[config.mk]
export PLATFORM = sky130hd
export DESIGN_NAME = parking_occupancy_counter_flat
export DESIGN_NICKNAME = d
export VERILOG_FILES = /design/src/rtl/parking_occupancy_counter_if.sv /design/src/rtl/parking_occupancy_counter.sv /design/src/flat_wrapper.sv
export SDC_FILE = /design/constraint.sdc
export NUM_CORES = 1
export LEC_CHECK = 0
export CAP_MARGIN = 40
export CORE_MARGIN = 10
export CORE_UTILIZATION = 35
export CTS_CLUSTER_SIZE = 30
export DETAILED_ROUTE_END_ITERATION = 12
export PLACE_DENSITY = 0.71
export SYNTH_ARGS = -nofsm -noshare
export SYNTH_HDL_FRONTEND = slang
export SYNTH_SLANG_ARGS = --single-unit
[constraint.sdc]
create_clock -name clk -period 9.6 [get_ports clk]
set_input_delay 1.92 -clock clk [delete_from_list [all_inputs] [get_ports clk]]
set_output_delay 1.92 -clock clk [all_outputs]
set_load 0.02 [all_outputs]
[src/rtl/parking_occupancy_counter_if.sv]
// Sensor, count, pulse and seven-segment bundle
// master drives a/b; slave (counter) drives the rest
interface parking_occupancy_counter_if #(
  parameter int WIDTH = 5
);
  logic             a;
  logic             b;
  logic [WIDTH-1:0] occupancy;
  logic             enter;
  logic             exit;
  logic [6:0]       hex0;
  logic [6:0]       hex1;
  logic [6:0]       hex2;
  logic [6:0]       hex3;
  logic [6:0]       hex4;
  logic [6:0]       hex5;

  modport master (
    output a, b,
    input  occupancy, enter, exit,
    input  hex0, hex1, hex2, hex3, hex4, hex5
  );

  modport slave (
    input  a, b,
    output occupancy, enter, exit,
    output hex0, hex1, hex2, hex3, hex4, hex5
  );
endinterface

[src/rtl/parking_occupancy_counter.sv]
// Gate car counter: a/b beam FSM, saturating count, 6-digit display.
// Ports: clk, reset (async low), bus (slave). Option: POC_INPUT_SYNC_EN.
module parking_occupancy_counter #(
  parameter int CAPACITY = 25,
  parameter int WIDTH    = 5
) (
  input logic                      clk,
  input logic                      reset,
  parking_occupancy_counter_if.slave bus
);

  localparam logic [WIDTH-1:0] CAP = WIDTH'(CAPACITY);

  localparam logic [6:0] SEG_BL = 7'b1111111;
  localparam logic [6:0] SEG_C  = 7'b1000110;
  localparam logic [6:0] SEG_L  = 7'b1000111;
  localparam logic [6:0] SEG_E  = 7'b0000110;
  localparam logic [6:0] SEG_A  = 7'b0001000;
  localparam logic [6:0] SEG_R  = 7'b0101111;
  localparam logic [6:0] SEG_F  = 7'b0001110;
  localparam logic [6:0] SEG_U  = 7'b1000001;

  typedef enum logic [2:0] {
    S_IDLE, S_E1, S_E2, S_E3,
    S_X1, S_X2, S_X3, S_WAIT
  } state_t;

  state_t           state_q, state_d;
  logic             enter_q, enter_d;
  logic             exit_q, exit_d;
  logic [WIDTH-1:0] occ_q;
  logic [1:0]       ab;

`ifdef POC_INPUT_SYNC_EN
  logic [1:0] sync1_q, sync2_q;

  always_ff @(posedge clk or negedge reset) begin
    if (!reset) begin
      sync1_q <= 2'b00;
      sync2_q <= 2'b00;
    end else begin
      sync1_q <= {bus.a, bus.b};
      sync2_q <= sync1_q;
    end
  end

  assign ab = sync2_q;
`else
  assign ab = {bus.a, bus.b};
`endif

  always_ff @(posedge clk or negedge reset) begin
    if (!reset) begin
      state_q <= S_IDLE;
      enter_q <= 1'b0;
      exit_q  <= 1'b0;
    end else begin
      state_q <= state_d;
      enter_q <= enter_d;
      exit_q  <= exit_d;
    end
  end

  // Each passage state: hold on its own code,
  // advance on the next, step back on the
  // previous; 00 aborts, anything else -> WAIT.
  always_comb begin
    state_d = state_q;
    enter_d = 1'b0;
    exit_d  = 1'b0;
    unique case (state_q)
      S_IDLE:
        case (ab)
          2'b10:   state_d = S_E1;
          2'b01:   state_d = S_X1;
          2'b11:   state_d = S_WAIT;
          default: state_d = S_IDLE;
        endcase
      S_E1:
        case (ab)
          2'b10:   state_d = S_E1;
          2'b11:   state_d = S_E2;
          2'b00:   state_d = S_IDLE;
          default: state_d = S_WAIT;
        endcase
      S_E2:
        case (ab)
          2'b11:   state_d = S_E2;
          2'b01:   state_d = S_E3;
          2'b10:   state_d = S_E1;
          default: state_d = S_IDLE;
        endcase
      S_E3:
        case (ab)
          2'b01:   state_d = S_E3;
          2'b11:   state_d = S_E2;
          2'b00: begin
            state_d = S_IDLE;
            enter_d = 1'b1;
          end
          default: state_d = S_WAIT;
        endcase
      S_X1:
        case (ab)
          2'b01:   state_d = S_X1;
          2'b11:   state_d = S_X2;
          2'b00:   state_d = S_IDLE;
          default: state_d = S_WAIT;
        endcase
      S_X2:
        case (ab)
          2'b11:   state_d = S_X2;
          2'b10:   state_d = S_X3;
          2'b01:   state_d = S_X1;
          default: state_d = S_IDLE;
        endcase
      S_X3:
        case (ab)
          2'b10:   state_d = S_X3;
          2'b11:   state_d = S_X2;
          2'b00: begin
            state_d = S_IDLE;
            exit_d  = 1'b1;
          end
          default: state_d = S_WAIT;
        endcase
      S_WAIT:
        if (ab == 2'b00) state_d = S_IDLE;
      default: state_d = S_IDLE;
    endcase
  end

  // Simultaneous enter/exit cancels out.
  always_ff @(posedge clk or negedge reset) begin
    if (!reset) begin
      occ_q <= '0;
    end else if (enter_q && !exit_q) begin
      if (occ_q < CAP) occ_q <= occ_q + 1'b1;
    end else if (exit_q && !enter_q) begin
      if (occ_q != '0) occ_q <= occ_q - 1'b1;
    end
  end

  function automatic logic [6:0] seg(
    input logic [3:0] d
  );
    case (d)
      4'd0:    seg = 7'b1000000;
      4'd1:    seg = 7'b1111001;
      4'd2:    seg = 7'b0100100;
      4'd3:    seg = 7'b0110000;
      4'd4:    seg = 7'b0011001;
      4'd5:    seg = 7'b0010010;
      4'd6:    seg = 7'b0000010;
      4'd7:    seg = 7'b1111000;
      4'd8:    seg = 7'b0000000;
      4'd9:    seg = 7'b0010000;
      default: seg = SEG_BL;
    endcase
  endfunction

  logic [31:0] occ_w;
  logic [3:0]  tens;
  logic [3:0]  ones;
  logic        is_zero;
  logic        is_full;

  assign occ_w   = 32'(occ_q);
  assign tens    = 4'(occ_w / 32'd10);
  assign ones    = 4'(occ_w % 32'd10);
  assign is_zero = (occ_q == '0);
  assign is_full = (occ_q == CAP);

  always_comb begin
    bus.hex0 = seg(ones);
    bus.hex1 = SEG_BL;
    bus.hex2 = SEG_BL;
    bus.hex3 = SEG_BL;
    bus.hex4 = SEG_BL;
    bus.hex5 = SEG_BL;
    unique case (1'b1)
      is_zero: begin
        bus.hex5 = SEG_C;
        bus.hex4 = SEG_L;
        bus.hex3 = SEG_E;
        bus.hex2 = SEG_A;
        bus.hex1 = SEG_R;
        bus.hex0 = seg(4'd0);
      end
      is_full: begin
        bus.hex5 = SEG_F;
        bus.hex4 = SEG_U;
        bus.hex3 = SEG_L;
        bus.hex2 = SEG_L;
        bus.hex1 = seg(tens);
      end
      default: begin
        if (tens != 4'd0) bus.hex1 = seg(tens);
      end
    endcase
  end

  assign bus.occupancy = occ_q;
  assign bus.enter     = enter_q;
  assign bus.exit      = exit_q;

endmodule

[src/flat_wrapper.sv]
// flat-port wrapper written by rule: the top's interface ports become plain ports
module parking_occupancy_counter_flat 
#(
  parameter int CAPACITY = 25,
  parameter int WIDTH    = 5
)
  (clk, reset, bus_a, bus_b, bus_occupancy, bus_enter, bus_exit, bus_hex0, bus_hex1, bus_hex2, bus_hex3, bus_hex4, bus_hex5);
  parking_occupancy_counter_if #(.WIDTH(WIDTH)) bus_i ();
  input logic clk;
  input logic reset;
  input wire logic [$bits(bus_i.a)-1:0] bus_a;
  input wire logic [$bits(bus_i.b)-1:0] bus_b;
  output wire logic [$bits(bus_i.occupancy)-1:0] bus_occupancy;
  output wire logic [$bits(bus_i.enter)-1:0] bus_enter;
  output wire logic [$bits(bus_i.exit)-1:0] bus_exit;
  output wire logic [$bits(bus_i.hex0)-1:0] bus_hex0;
  output wire logic [$bits(bus_i.hex1)-1:0] bus_hex1;
  output wire logic [$bits(bus_i.hex2)-1:0] bus_hex2;
  output wire logic [$bits(bus_i.hex3)-1:0] bus_hex3;
  output wire logic [$bits(bus_i.hex4)-1:0] bus_hex4;
  output wire logic [$bits(bus_i.hex5)-1:0] bus_hex5;
  assign bus_i.a = bus_a;
  assign bus_i.b = bus_b;
  assign bus_occupancy = bus_i.occupancy;
  assign bus_enter = bus_i.enter;
  assign bus_exit = bus_i.exit;
  assign bus_hex0 = bus_i.hex0;
  assign bus_hex1 = bus_i.hex1;
  assign bus_hex2 = bus_i.hex2;
  assign bus_hex3 = bus_i.hex3;
  assign bus_hex4 = bus_i.hex4;
  assign bus_hex5 = bus_i.hex5;
  parking_occupancy_counter #(.CAPACITY(CAPACITY), .WIDTH(WIDTH)) u_core (.clk(clk), .reset(reset), .bus(bus_i));
endmodule
==> metrics.md <==
| Metric | Value |
|---|---|
| Core Box Area | `~0.0044 mm^2` |
| H-tree depth | `1` |
| Final setup fails | `0` |
| Max Clk Rate | `~0.15 GHz` |
| Skew-Pair Late Insertion Delay | `around 0.23 ns` |
| Worst Slack Setup Final | `~3.0 ns` |
| Leakage | `0.8189 nW` |
| Crit. End Element | `output port` |
| Synth Register Bits | `10` |
| Peak supply drop | `approximately 0.00016 V` |
| DR vias | `1501` |
| Maximum Capacitance Violations | `0` |
| Critical path arrival | `~4.7 ns` |
| Hold/Removal Path Class | `flop to flop` |
| GPL Wtd Cong | `just under 0.9` |
| TritonCTS clock tree | `built` |
| Hold Slack | `0.5731 ns` |
| Wire per inst | `13.70 um` |
| # IOs | `between 50 and 60` |
| RSZ-0062 raised after global routing | `false` |
| # hold bufs at CTS | `0` |
| Post-Syn Area | `between 0.0015 and 0.002 mm^2` |
| Netlist cell types | `between 40 and 50` |
| Vias in the first global route | `between 1000 and 1500` |
| Async set-or-reset flop fraction in the synthesized netlist | `100.0%` |
| Yosys warns | `0` |
| Final Net Count | `253` |
| Global-route wire length before repair | `6237 um` |
| Initial DRC Count | `between 100 and 150` |
| Most common cell after layout, fill and taps aside | `clkdlybuf4s50_1` |
| Initial antenna violation count | `0` |
| Status | `completed` |
| Worst slew margin | `48.51%` |
| Clk buf depth | `2` |
| Syn Area/Cell | `7.655 um^2` |
| Crit start category | `flop` |
| Post-route minimum period | `about 6.6 ns` |
| Fin. Hold Viols | `0` |
| Resized cells post-CTS | `0` |
| Final Skew | `roughly 0.0036 ns` |
| Largest net degree at the start of global routing | `27` |
| Share of layout cells above drive strength 1 | `between 4 and 5%` |
| Placed inst area | `roughly 0.0019 mm^2` |
| Final Cell Area | `0.001953 mm^2` |
| Final Cycle Share | `just under 70%` |
| DP Wirelength | `3028 um` |
| Remaining DRCs | `0` |
| # diodes | `0` |
| Die area | `0.007760 mm^2` |
| Clk slew on worst S/H paths | `0.05 ns` |
| Final ANT Viol Nets | `0` |
| CP Max Fanout | `26` |
| # clock sinks | `10` |
| Most frequent cells in the layout | `clkdlybuf4s50_1, a21oi_1, ha_1` |
| Port buffer count | `45` |
| Post-CTS repair timing setup buffer count | `0` |
| Cell Pwr Density | `between 300 and 400 mW/mm^2` |
| Starting Density | `a little under two fifths` |
| CTS root buf | `clkbuf_8` |
| Die width | `between 80 and 90 um` |
| Std cell rows | `24` |
| Total GRT Usage | `a little under a tenth` |
| Setup CP Type | `flop to output port` |
| GRT Residual Overflow | `0` |
| Pre-CTS WS | `around 3.2 ns` |
| Synthesized instance count | `roughly 210` |
| Post-synth EDFFs | `0` |
| Ys flop type | `dfrtp_1` |
| WP data required | `roughly 7.7 ns` |
| TritonRoute pass-1 iters | `4` |
| Number of vias per cell | `approximately 5.3` |
| Setup tns final | `0 ns` |
| Layout area overhead | `20.35%` |
| Slew @ Worst Pin | `roughly 0.77 ns` |
| Pins Over Slew Limit | `0` |
| Die span in y | `about 88 um` |
| Drt total wl | `3851 um` |
| CTS Buf Count | `3` |
| Sequential fraction of the synthesis area | `around 15%` |
[cell usage after synthesis (2+ instances only)]
library cell	n	share of area (%)
o21ai_0	16	4.9
or2_2	3	1.2
buf_2	3	0.92
nor2_1	10	2.3
nand2b_1	6	2.3
a221oi_1	3	1.6
nand2_1	12	2.8
nor3_1	5	1.5
o21a_1	2	0.92
o211ai_1	2	0.92
and2_0	2	0.77
nand3_1	6	1.9
inv_1	14	3.2
ha_1	18	14
and2_1	2	0.77
xnor2_1	3	1.6
o22ai_1	3	1.2
mux2i_1	4	2.5
clkbuf_1	5	1.2
buf_4	29	13
a21oi_1	19	5.9
nor2b_1	5	1.9
a211oi_1	2	0.92
a21o_1	5	2.3
dfrtp_1	10	15
o31ai_1	3	1.4
[power breakdown]
group / internal, mW / switching, mW / total, mW
Clock: 0.0360 / 0.0158 / 0.0518
Sequential: 0.0563 / 0.0589 / 0.115
Combinational: 0.271 / 0.301 / 0.572
Total: 0.363 / 0.376 / 0.739
[per-layer routing]
| layer | share of wire (%) | GRT usage, % | vias to the layer above | wire length, um |
|---|---|---|---|---|
| met2 | 45 | 15.61 | 62 | 1718 |
| met4 | 0.57 | 1.712 | 0 | 22 |
| li1 | - | - | 746 | - |
| met1 | 41 | 11.71 | 691 | 1588 |
| met3 | 14 | 2.786 | 2 | 522 |
| met5 | 0 | 0 | - | 0 |
[cells by family after synthesis]
| family | count (synthesis) | synth area share (%) |
|---|---|---|
| mux | 5 | 3.161 |
| simple gates | 56 | 18.50 |
| fa+ha+maj | 19 | 15.11 |
| xor+xnor | 4 | 2.159 |
| compound gates | 65 | 25.98 |
| other cells | 1 | 0.2311 |
| buf+inv | 52 | 19.43 |
| flops | 10 | 15.42 |
[worst max-delay path: stages, from the launching register on]
cell,delay [ns]
dfrtp_1,0.65
or2_2,0.46
ha_1,0.29
nor2b_1,0.58
a21oi_1,0.15
a21o_1,0.21
xor2_1,0.35
inv_1,0.15
ha_1,0.24
nand2b_1,0.15
a22o_1,0.19
a221oi_1,0.23
a2111o_1,0.19
o31ai_1,0.06
clkdlybuf4s50_1,0.54
[state kept, by name, indices dropped and copies added (netlist names)]
signal and count:
u_core.bus.exit 1, u_core.bus.occupancy 5, u_core.bus.enter 1, u_core.state_q 3
[layout make-up]
cell class | instances | area, um^2
Inverter | 14 | 52.55
Timing Repair Buffer | 45 | 450.4
Tap cell | 52 | 65.06
Fill cell | 440 | 2461
Clock buffer | 4 | 55.05
Multi-Input combinational cell | 156 | 1080
Sequential cell | 10 | 250.2
[through the flow]
| step | power, mW | instances | util (%) |
|---|---|---|---|
| 2_1_floorplan | 0.5199 | 218 | - |
| 3_3_place_gp | 0.6900 | 277 | 43.00 |
| 3_5_place_dp | 0.6902 | 277 | 43.00 |
| 4_1_cts | 0.7466 | 281 | 44.25 |
| 5_1_grt | 0.8028 | 281 | 44.25 |
| 6_report | 0.7391 | 281 | 44.25 |
[final timing paths]
kind	startpoint	end	slack, ns	cells past startpoint
max in group asynchronous	reset	u_core.bus.occupancy[1]	7.29	1
min in group asynchronous	reset	u_core.state_q[2]	2.00	1
min reg2reg	u_core.state_q[2]	u_core.bus.enter	0.57	1
min	u_core.state_q[2]	u_core.bus.enter	0.57	1
max	u_core.bus.occupancy[3]	bus_hex0[3]	2.97	14
max reg2reg	u_core.bus.occupancy[1]	u_core.bus.occupancy[1]	7.44	4
No activity file was read; power rests on OpenSTA's default activity.
